$ cat src/rtl/bus_endpoint_rx.sv
// bus_endpoint_rx
//   Target-side receiver for the control unit's byte-wide data bus. Each frame
//   is one header byte followed by ADDRW/8 address bytes, MSB first. A good
//   frame is presented as a command for the addressed target (mem, aes or sha).
//   The endpoint then waits for that target's completion strobe and returns a
//   one-cycle pulse on the matching bit of the ack vector. A malformed header
//   is consumed in full and reported through err_out/err_code. An address
//   stream that stalls for TIMEOUT cycles is aborted and also reported.
//
// Ports
//   clk, rst     clock; synchronous active-high reset
//   data_in      bus byte from the arbiter, qualified by data_valid
//   bus_ready    endpoint can accept a byte (registered; high in IDLE/ADDR)
//   cmd_valid    decoded command valid, held until cmd_ready
//   cmd_ready    downstream accepts the command
//   cmd_op       header[7:6]: 00 key-read, 01 text-read, 10 dest-write, 11 hash-read
//   cmd_target   header[5:4]: 0 mem, 1 aes, 2 sha
//   cmd_addr     assembled address
//   done_in      completion strobes, one bit per target
//   ack_out      one-cycle ack pulse, bit index equals target
//   err_out      one-cycle error pulse
//   err_code     01 bad header, 10 timeout; holds until the next error

module bus_endpoint_rx #(
  parameter int unsigned ADDRW   = 24,
  parameter int unsigned TIMEOUT = 255
) (
  input  logic             clk,
  input  logic             rst,
  input  logic [7:0]       data_in,
  input  logic             data_valid,
  output logic             bus_ready,
  output logic             cmd_valid,
  input  logic             cmd_ready,
  output logic [1:0]       cmd_op,
  output logic [1:0]       cmd_target,
  output logic [ADDRW-1:0] cmd_addr,
  input  logic [2:0]       done_in,
  output logic [2:0]       ack_out,
  output logic             err_out,
  output logic [1:0]       err_code
);

  localparam int unsigned NBYTES = ADDRW / 8;
  localparam int unsigned BW     = (NBYTES > 1) ? $clog2(NBYTES + 1) : 1;
  localparam int unsigned TW     = $clog2(TIMEOUT + 1);

  localparam logic [BW-1:0] LAST_BYTE = BW'(NBYTES - 1);
  localparam logic [TW-1:0] TMO_LIM   = TW'(TIMEOUT);

  localparam logic [1:0] ERR_BAD_HDR = 2'b01;
  localparam logic [1:0] ERR_TIMEOUT = 2'b10;

  typedef enum logic [2:0] {
    S_IDLE,
    S_ADDR,
    S_ISSUE,
    S_BUSY,
    S_ACK
  } state_e;

  state_e           state_q, state_d;
  logic [BW-1:0]    byte_cnt_q, byte_cnt_d;
  logic [TW-1:0]    tmo_q, tmo_d;
  logic             bad_q, bad_d;
  logic [1:0]       op_q, op_d;
  logic [1:0]       tgt_q, tgt_d;
  logic [ADDRW-1:0] addr_q, addr_d;
  logic             bus_ready_q, bus_ready_d;
  logic             cmd_valid_q, cmd_valid_d;
  logic [2:0]       ack_q, ack_d;
  logic             err_q, err_d;
  logic [1:0]       err_code_q, err_code_d;

  logic             xfer;
  logic             done_hit;
  logic [2:0]       tgt_onehot;
  logic [ADDRW+7:0] addr_shift;

  // bus_ready is registered, so a transfer is judged against the value
  // the arbiter saw during this cycle.
  assign xfer = data_valid && bus_ready_q;

  // Dropping the top byte of the wide concatenation gives the MSB-first
  // shift without slicing cmd_addr, which also keeps ADDRW == 8 legal.
  assign addr_shift = {addr_q, data_in};

  // Only the addressed target's strobe matters; a target code of 3 never
  // reaches BUSY because such headers are rejected.
  always_comb begin
    done_hit   = 1'b0;
    tgt_onehot = '0;
    unique case (tgt_q)
      2'd0: begin done_hit = done_in[0]; tgt_onehot = 3'b001; end
      2'd1: begin done_hit = done_in[1]; tgt_onehot = 3'b010; end
      2'd2: begin done_hit = done_in[2]; tgt_onehot = 3'b100; end
      default: begin done_hit = 1'b0; tgt_onehot = '0; end
    endcase
  end

  always_comb begin
    state_d    = state_q;
    byte_cnt_d = byte_cnt_q;
    tmo_d      = tmo_q;
    bad_d      = bad_q;
    op_d       = op_q;
    tgt_d      = tgt_q;
    addr_d     = addr_q;
    err_d      = 1'b0;
    err_code_d = err_code_q;

    unique case (state_q)
      S_IDLE: begin
        byte_cnt_d = '0;
        tmo_d      = '0;
        if (xfer) begin
          op_d    = data_in[7:6];
          tgt_d   = data_in[5:4];
          bad_d   = (data_in[5:4] == 2'd3) || (data_in[3:0] != 4'd0);
          state_d = S_ADDR;
        end
      end

      S_ADDR: begin
        if (xfer) begin
          addr_d = addr_shift[ADDRW-1:0];
          tmo_d  = '0;
          if (byte_cnt_q == LAST_BYTE) begin
            byte_cnt_d = '0;
            if (bad_q) begin
              err_d      = 1'b1;
              err_code_d = ERR_BAD_HDR;
              state_d    = S_IDLE;
            end else begin
              state_d    = S_ISSUE;
            end
          end else begin
            byte_cnt_d = byte_cnt_q + BW'(1);
          end
        end else begin
          tmo_d = (tmo_q == TMO_LIM) ? tmo_q : tmo_q + TW'(1);
          if (tmo_d == TMO_LIM) begin
            err_d      = 1'b1;
            err_code_d = ERR_TIMEOUT;
            state_d    = S_IDLE;
          end
        end
      end

      S_ISSUE: begin
        if (cmd_ready) begin
          state_d = S_BUSY;
        end
      end

      S_BUSY: begin
        if (done_hit) begin
          state_d = S_ACK;
        end
      end

      S_ACK: begin
        state_d = S_IDLE;
      end

      default: begin
        state_d = S_IDLE;
      end
    endcase

    // Outputs are registered decodes of the next state so they line up
    // with the state they describe.
    bus_ready_d = (state_d == S_IDLE) || (state_d == S_ADDR);
    cmd_valid_d = (state_d == S_ISSUE);
    ack_d       = (state_d == S_ACK) ? tgt_onehot : '0;
  end

  always_ff @(posedge clk) begin
    if (rst) begin
      state_q     <= S_IDLE;
      byte_cnt_q  <= '0;
      tmo_q       <= '0;
      bad_q       <= 1'b0;
      op_q        <= '0;
      tgt_q       <= '0;
      addr_q      <= '0;
      bus_ready_q <= 1'b0;
      cmd_valid_q <= 1'b0;
      ack_q       <= '0;
      err_q       <= 1'b0;
      err_code_q  <= '0;
    end else begin
      state_q     <= state_d;
      byte_cnt_q  <= byte_cnt_d;
      tmo_q       <= tmo_d;
      bad_q       <= bad_d;
      op_q        <= op_d;
      tgt_q       <= tgt_d;
      addr_q      <= addr_d;
      bus_ready_q <= bus_ready_d;
      cmd_valid_q <= cmd_valid_d;
      ack_q       <= ack_d;
      err_q       <= err_d;
      err_code_q  <= err_code_d;
    end
  end

  assign bus_ready  = bus_ready_q;
  assign cmd_valid  = cmd_valid_q;
  assign cmd_op     = op_q;
  assign cmd_target = tgt_q;
  assign cmd_addr   = addr_q;
  assign ack_out    = ack_q;
  assign err_out    = err_q;
  assign err_code   = err_code_q;

endmodule

$ cat config.mk
export PLATFORM = sky130hd
export DESIGN_NAME = bus_endpoint_rx
export DESIGN_NICKNAME = d
export VERILOG_FILES = /design/src/rtl/bus_endpoint_rx.sv
export SDC_FILE = /design/constraint.sdc
export NUM_CORES = 1
export LEC_CHECK = 0
export BUFFER_PORTS_ARGS = -buffer_cell sky130_fd_sc_hd__clkbuf_2
export CORE_MARGIN = 1
export CORE_UTILIZATION = 45
export CTS_CLUSTER_SIZE = 40
export DETAILED_ROUTE_END_ITERATION = 6
export HOLD_SLACK_MARGIN = 0.12
export PLACE_DENSITY = 0.69
export SYNTH_ARGS = -nofsm -noshare
export SYNTH_HDL_FRONTEND = slang
export SYNTH_SLANG_ARGS = --single-unit
$ cat constraint.sdc
create_clock -name clk -period 2.87 [get_ports clk]
set_clock_uncertainty 0.1 [all_clocks]
set_input_delay 0.1435 -clock clk [delete_from_list [all_inputs] [get_ports clk]]
set_output_delay 0.1435 -clock clk [all_outputs]
set_load 0.005 [all_outputs]
Yosys cells after proc, flatten, opt, wreduce, memory -nomap -nowiden. Cells that the tools add are included.

Register bits: 50. Output and inout bits: 36. Logic and storage cells: 70.

Add/sub/neg operators: 2. Eq/ne operators: 15. Multiplexer cells: 24. Bitwise gates (word level): 2. Reduce and logical (&&, ||, !) cells: 15.

Operators by type and width (number): 2-to-1 mux 3 bit (6); equality test 8 bit (second input constant) (2); 2-to-1 mux 8 bit (2); one-hot mux 8 bit (2 select lines) (1); 2-to-1 mux 2 bit (7); one-hot mux 3 bit (4 select lines) (1); equality test 3 x 2 -> 1 bit (second input constant) (3); one-hot mux 3 bit (3 select lines) (1); adder 8 x 1 -> 8 bit (second input constant) (1); equality test 2 bit (second input constant) (3); equality test 3 x 1 -> 1 bit (second input constant) (2); zero test 3 bit (2); AND reduction 2 bit (3); 2-to-1 mux 1 bit (4); inequality test 2 bit (second input constant) (2); one-hot mux 2 bit (2 select lines) (1); AND reduction 4 bit (1); nonzero test 2 bit (2); nonzero test 4 bit (1); OR reduction 2 bit (2); equality test 3 bit (second input constant) (1); one-hot mux 1 bit (3 select lines) (1); adder 2 x 1 -> 2 bit (second input constant) (1); equality test 2 x 1 -> 1 bit (second input constant) (1); other kinds (5) (7).

Longest topological paths before layout.
Depth in word-level cells: 9. Gate-level depth with buffers: 8.

Least setup slack after synthesis. No wires, ideal clock.

Path type: flip-flop to flip-flop. From: register tmo_q[0]. To: register err_code_q[0], in the netlist err_code[0]. Library setup time: 0.086 ns. Data arrival time: 1.614 ns. Data required time: 2.684 ns. Path slack: 1.069 ns. Stages on the path, launching flop included: 9. Clock period less this slack: 1.801 ns. Path through: dfxtp_1 > ha_1 > buf_6 > and3_4 > buf_6 > a32o_1 > o2111ai_2 > nor2_2 > a221oi_2.

Word-level cells in the longest chain between the ends: 5.

RTL lines: start: declaration (RTL line 64) `logic [TW-1:0] tmo_q, tmo_d;`; start signal: assignment (RTL line 195) `tmo_q <= tmo_d;`; adder 8 x 1 -> 8 bit / equality test 8 bit (equally long branches) (RTL line 141) `tmo_d = (tmo_q == TMO_LIM) ? tmo_q : tmo_q + TW'(1);`; 2-to-1 mux 8 bit * (RTL line 141); equality test 8 bit * (RTL line 142) `if (tmo_d == TMO_LIM) begin`; nonzero test 2 bit (no source line) *; AND reduction 4 bit (no source line) *; end signal: assignment (RTL line 204) `err_code_q <= err_code_d;`; end: declaration (RTL line 73) `logic [1:0] err_code_q, err_code_d;`.

Every way passes the cells marked *; elsewhere a longest branch is shown, timed or not. A chain may end at the register's enable or synchronous reset.

Final worst setup path.
From: register tmo_q[0]. To: register err_code_q[1], in the netlist err_code[1].

Same word-level chain as after synthesis.

==> qor.txt <==
Final Core Density: 55.4%
initial antenna violation count: 0
Worst setup EP type: flip-flop
Via density: 5.15
grt ovf: 0
PwrDens: 476 nW/um^2
clk root buf: clkbuf_8
Reg2Reg Depth: 6
Netlist cell types: 51
final hold viol count: 0
Post-Place Worst Slack: 0.959 ns
vias: 1,957
final routed DRC violation total: 0
nets: 328
Buffers on Ports: 50
area grow syn2layout: 18.7%
Post-synth ARST share: 0%
Row Count: 25
drt wl/cell: 12.4 um
fin. max-slew vios: 0
part of the cycle the worst path needs: 68.9%
area of the die: 5180 um^2
Worst Hold End: state_q[0]
Mapped Area: 2200 um^2
Highest Clock Rate: 506 MHz
final estimated routing congestion in global placement: 0.927
CTS Buffer Depth: 2
Min-Delay Path Class: in -> reg
vias in the first global route: 1,693
DRT antenna net count: 0
Final Instance Count excl. Fillers: 380
nature of the critical path startpoint: flip-flop
PostCTS Resize Cnt: 0
detailed-route wire length: 4.70 mm
worst path required time: 3.02 ns
sequential element share of the synthesized area: 45.4%
reg-to-reg setup timing slack: 0.89 ns
M1 WL: 2.30 mm
# setup viols final: 0
Total Power: 1250 uW
uppermost layer routed: met4
FF-to-FF Start: tmo_q[0]
Max-slew headroom: 69.5%
unrepaired setup endpoints after global routing: false
VDD IR max: 0.268 mV
Die W: 72.0 um
reg2reg end: err_code[1]
critical path class: reg -> reg
largest net degree at the start of global routing: 40
Yosys reg bits: 50
Setup crit start: tmo_q[0]
core area: 4720 um^2
Inst Count DP: 363
worst-skew pair later-pin latency: 0.31 ns
area of the multi-input gates: 1060 um^2
Mapped Cells: 262
Critical Path AT: 2.12 ns
layout cells sized above 1: 23.0%
Tot GR Track Use: 18.5%
FF/Latch Area: 1000 um^2
DP Wirelength: 3.15 mm
Avg Inst Size Synth: 8.41 um^2
CTS sink count: 50
metal2 WL: 2.16 mm
Fillers: 463
CTS buffer count: 5
DRT iter0 DRCs: 120
CTS Hold Buffers Added: 9
clock slew at reported path FFs: 0.10 ns
Ys Warns: 0
drt first pass iters: 4
Post-synth EDFFs: 0
CTS tree: done
first-pass GRT wire length: 7.62 mm
commonest non-fill, non-tap cells in the layout: 62 x nand2_1, 50 x dfxtp_1, 50 x clkbuf_2
worst-path fanout max: 8
Setup WS post-layout: 0.893 ns
Post-Syn Nets: 278
crit path time final: 1.98 ns
Worst-Margin Slew: 0.458 ns
max-cap violations: 0
top_reg_cell synth: dfxtp_1
met3 wire len: 172 um
H-tree Lvls: 2
starting density of the core: 46.6%
post-route setup TNS: 0 ns
hold wc startpoint: cmd_ready
Ports: 51
die height: 72.0 um
Antenna Cells: 0
Lkg Pwr: 0.00100 uW
Min-Delay Path Depth: 5
commonest non-fill, non-tap cell in the layout: nand2_1
outcome: finished clean
postcts setup bufs: 0
[metal layers]
layer,global-route usage [%],vias to the layer above
li1,-,1011
met1,24.7,891
met2,30.1,47
met3,3.61,8
met4,6.54,0
met5,0,-
[registers in the layout, indices dropped and copies added, names as in the netlist, 2 cells and up]
signal / cells
tmo_q: 8
cmd_addr: 24
cmd_op: 2
state_q: 3
byte_cnt_q: 2
ack_out: 3
err_code: 2
cmd_target: 2
[worst max path at each step]
| stage | end | slack (ns) | cells past startpoint |
|---|---|---|---|
| after floorplan | err_code[0] | 1.07 | 8 |
| after global placement | err_code[1] | 1.02 | 6 |
| after detailed placement | err_code[1] | 0.96 | 6 |
| after CTS | err_code[1] | 0.94 | 6 |
| after global routing | tmo_q[3] | 0.71 | 5 |
| final | err_code[1] | 0.89 | 6 |
[through the flow]
| stage | cell area, um^2 | hold slack, ns |
|---|---|---|
| 2_1_floorplan | 2200 | 0.179 |
| 3_3_place_gp | 2430 | 0.283 |
| 3_5_place_dp | 2430 | 0.288 |
| 4_1_cts | 2620 | 0.231 |
| 5_1_grt | 2620 | 0.279 |
| 6_report | 2620 | 0.236 |
[worst max-delay path: stages (launching register included)]
cell       delay, ns
dfxtp_1         0.48
ha_1            0.38
and3_4          0.28
a32o_1          0.19
o2111ai_2       0.18
nor3_2          0.18
a32o_1          0.14
[area by class of cell]
cell class	instances	area share [%]
multi-input combinational	190	40.6
sequential	50	38.3
timing repair buffer	62	13.9
tap	67	3.20
clock buffer	5	2.63
clock inverter	3	1.00
inverter	3	0.430
[where the power goes]
part	switching (uW)	leakage (uW)	internal [uW]
Combinational	54.2	0.000547	40.3
Clock	254	0.0000491	180
Sequential	14.1	0.000404	704
Total	322	0.00100	924
[synth_stat cells, drive strengths merged, types with 2 or more instances]
master / instances / area (um^2)
inv: 3 / 11.3
and2: 2 / 12.5
mux2i: 6 / 60.1
nand2: 62 / 233
a21oi: 34 / 170
a21o: 2 / 15.0
o21ai: 6 / 30.0
dfxtp: 50 / 1000
nor3: 8 / 61.3
nor2b: 2 / 12.5
nand4: 2 / 18.8
and3: 4 / 30.0
a211oi: 2 / 15.0
o2111ai: 2 / 23.8
a311oi: 2 / 17.5
a32o: 2 / 20.0
nand3: 10 / 50.1
a31oi: 3 / 18.8
buf: 15 / 114
nor2: 19 / 83.8
nor4b: 2 / 17.5
nor4: 3 / 18.8
a22oi: 2 / 15.0
clkbuf: 4 / 15.0
[logic make-up after synthesis]
family                     after synthesis  share of synthesized area (%)
and+or+nand+nor                        121                           26.9
AOI/OAI and AO/OA                       61                           17.7
xor gates and xnor gates                 1                          0.398
muxes                                    6                           2.73
DFF                                     50                           45.4
buffers and inverters                   22                           6.36
adders and majority gates                1                          0.568
(Power assumes the default switching activity.)
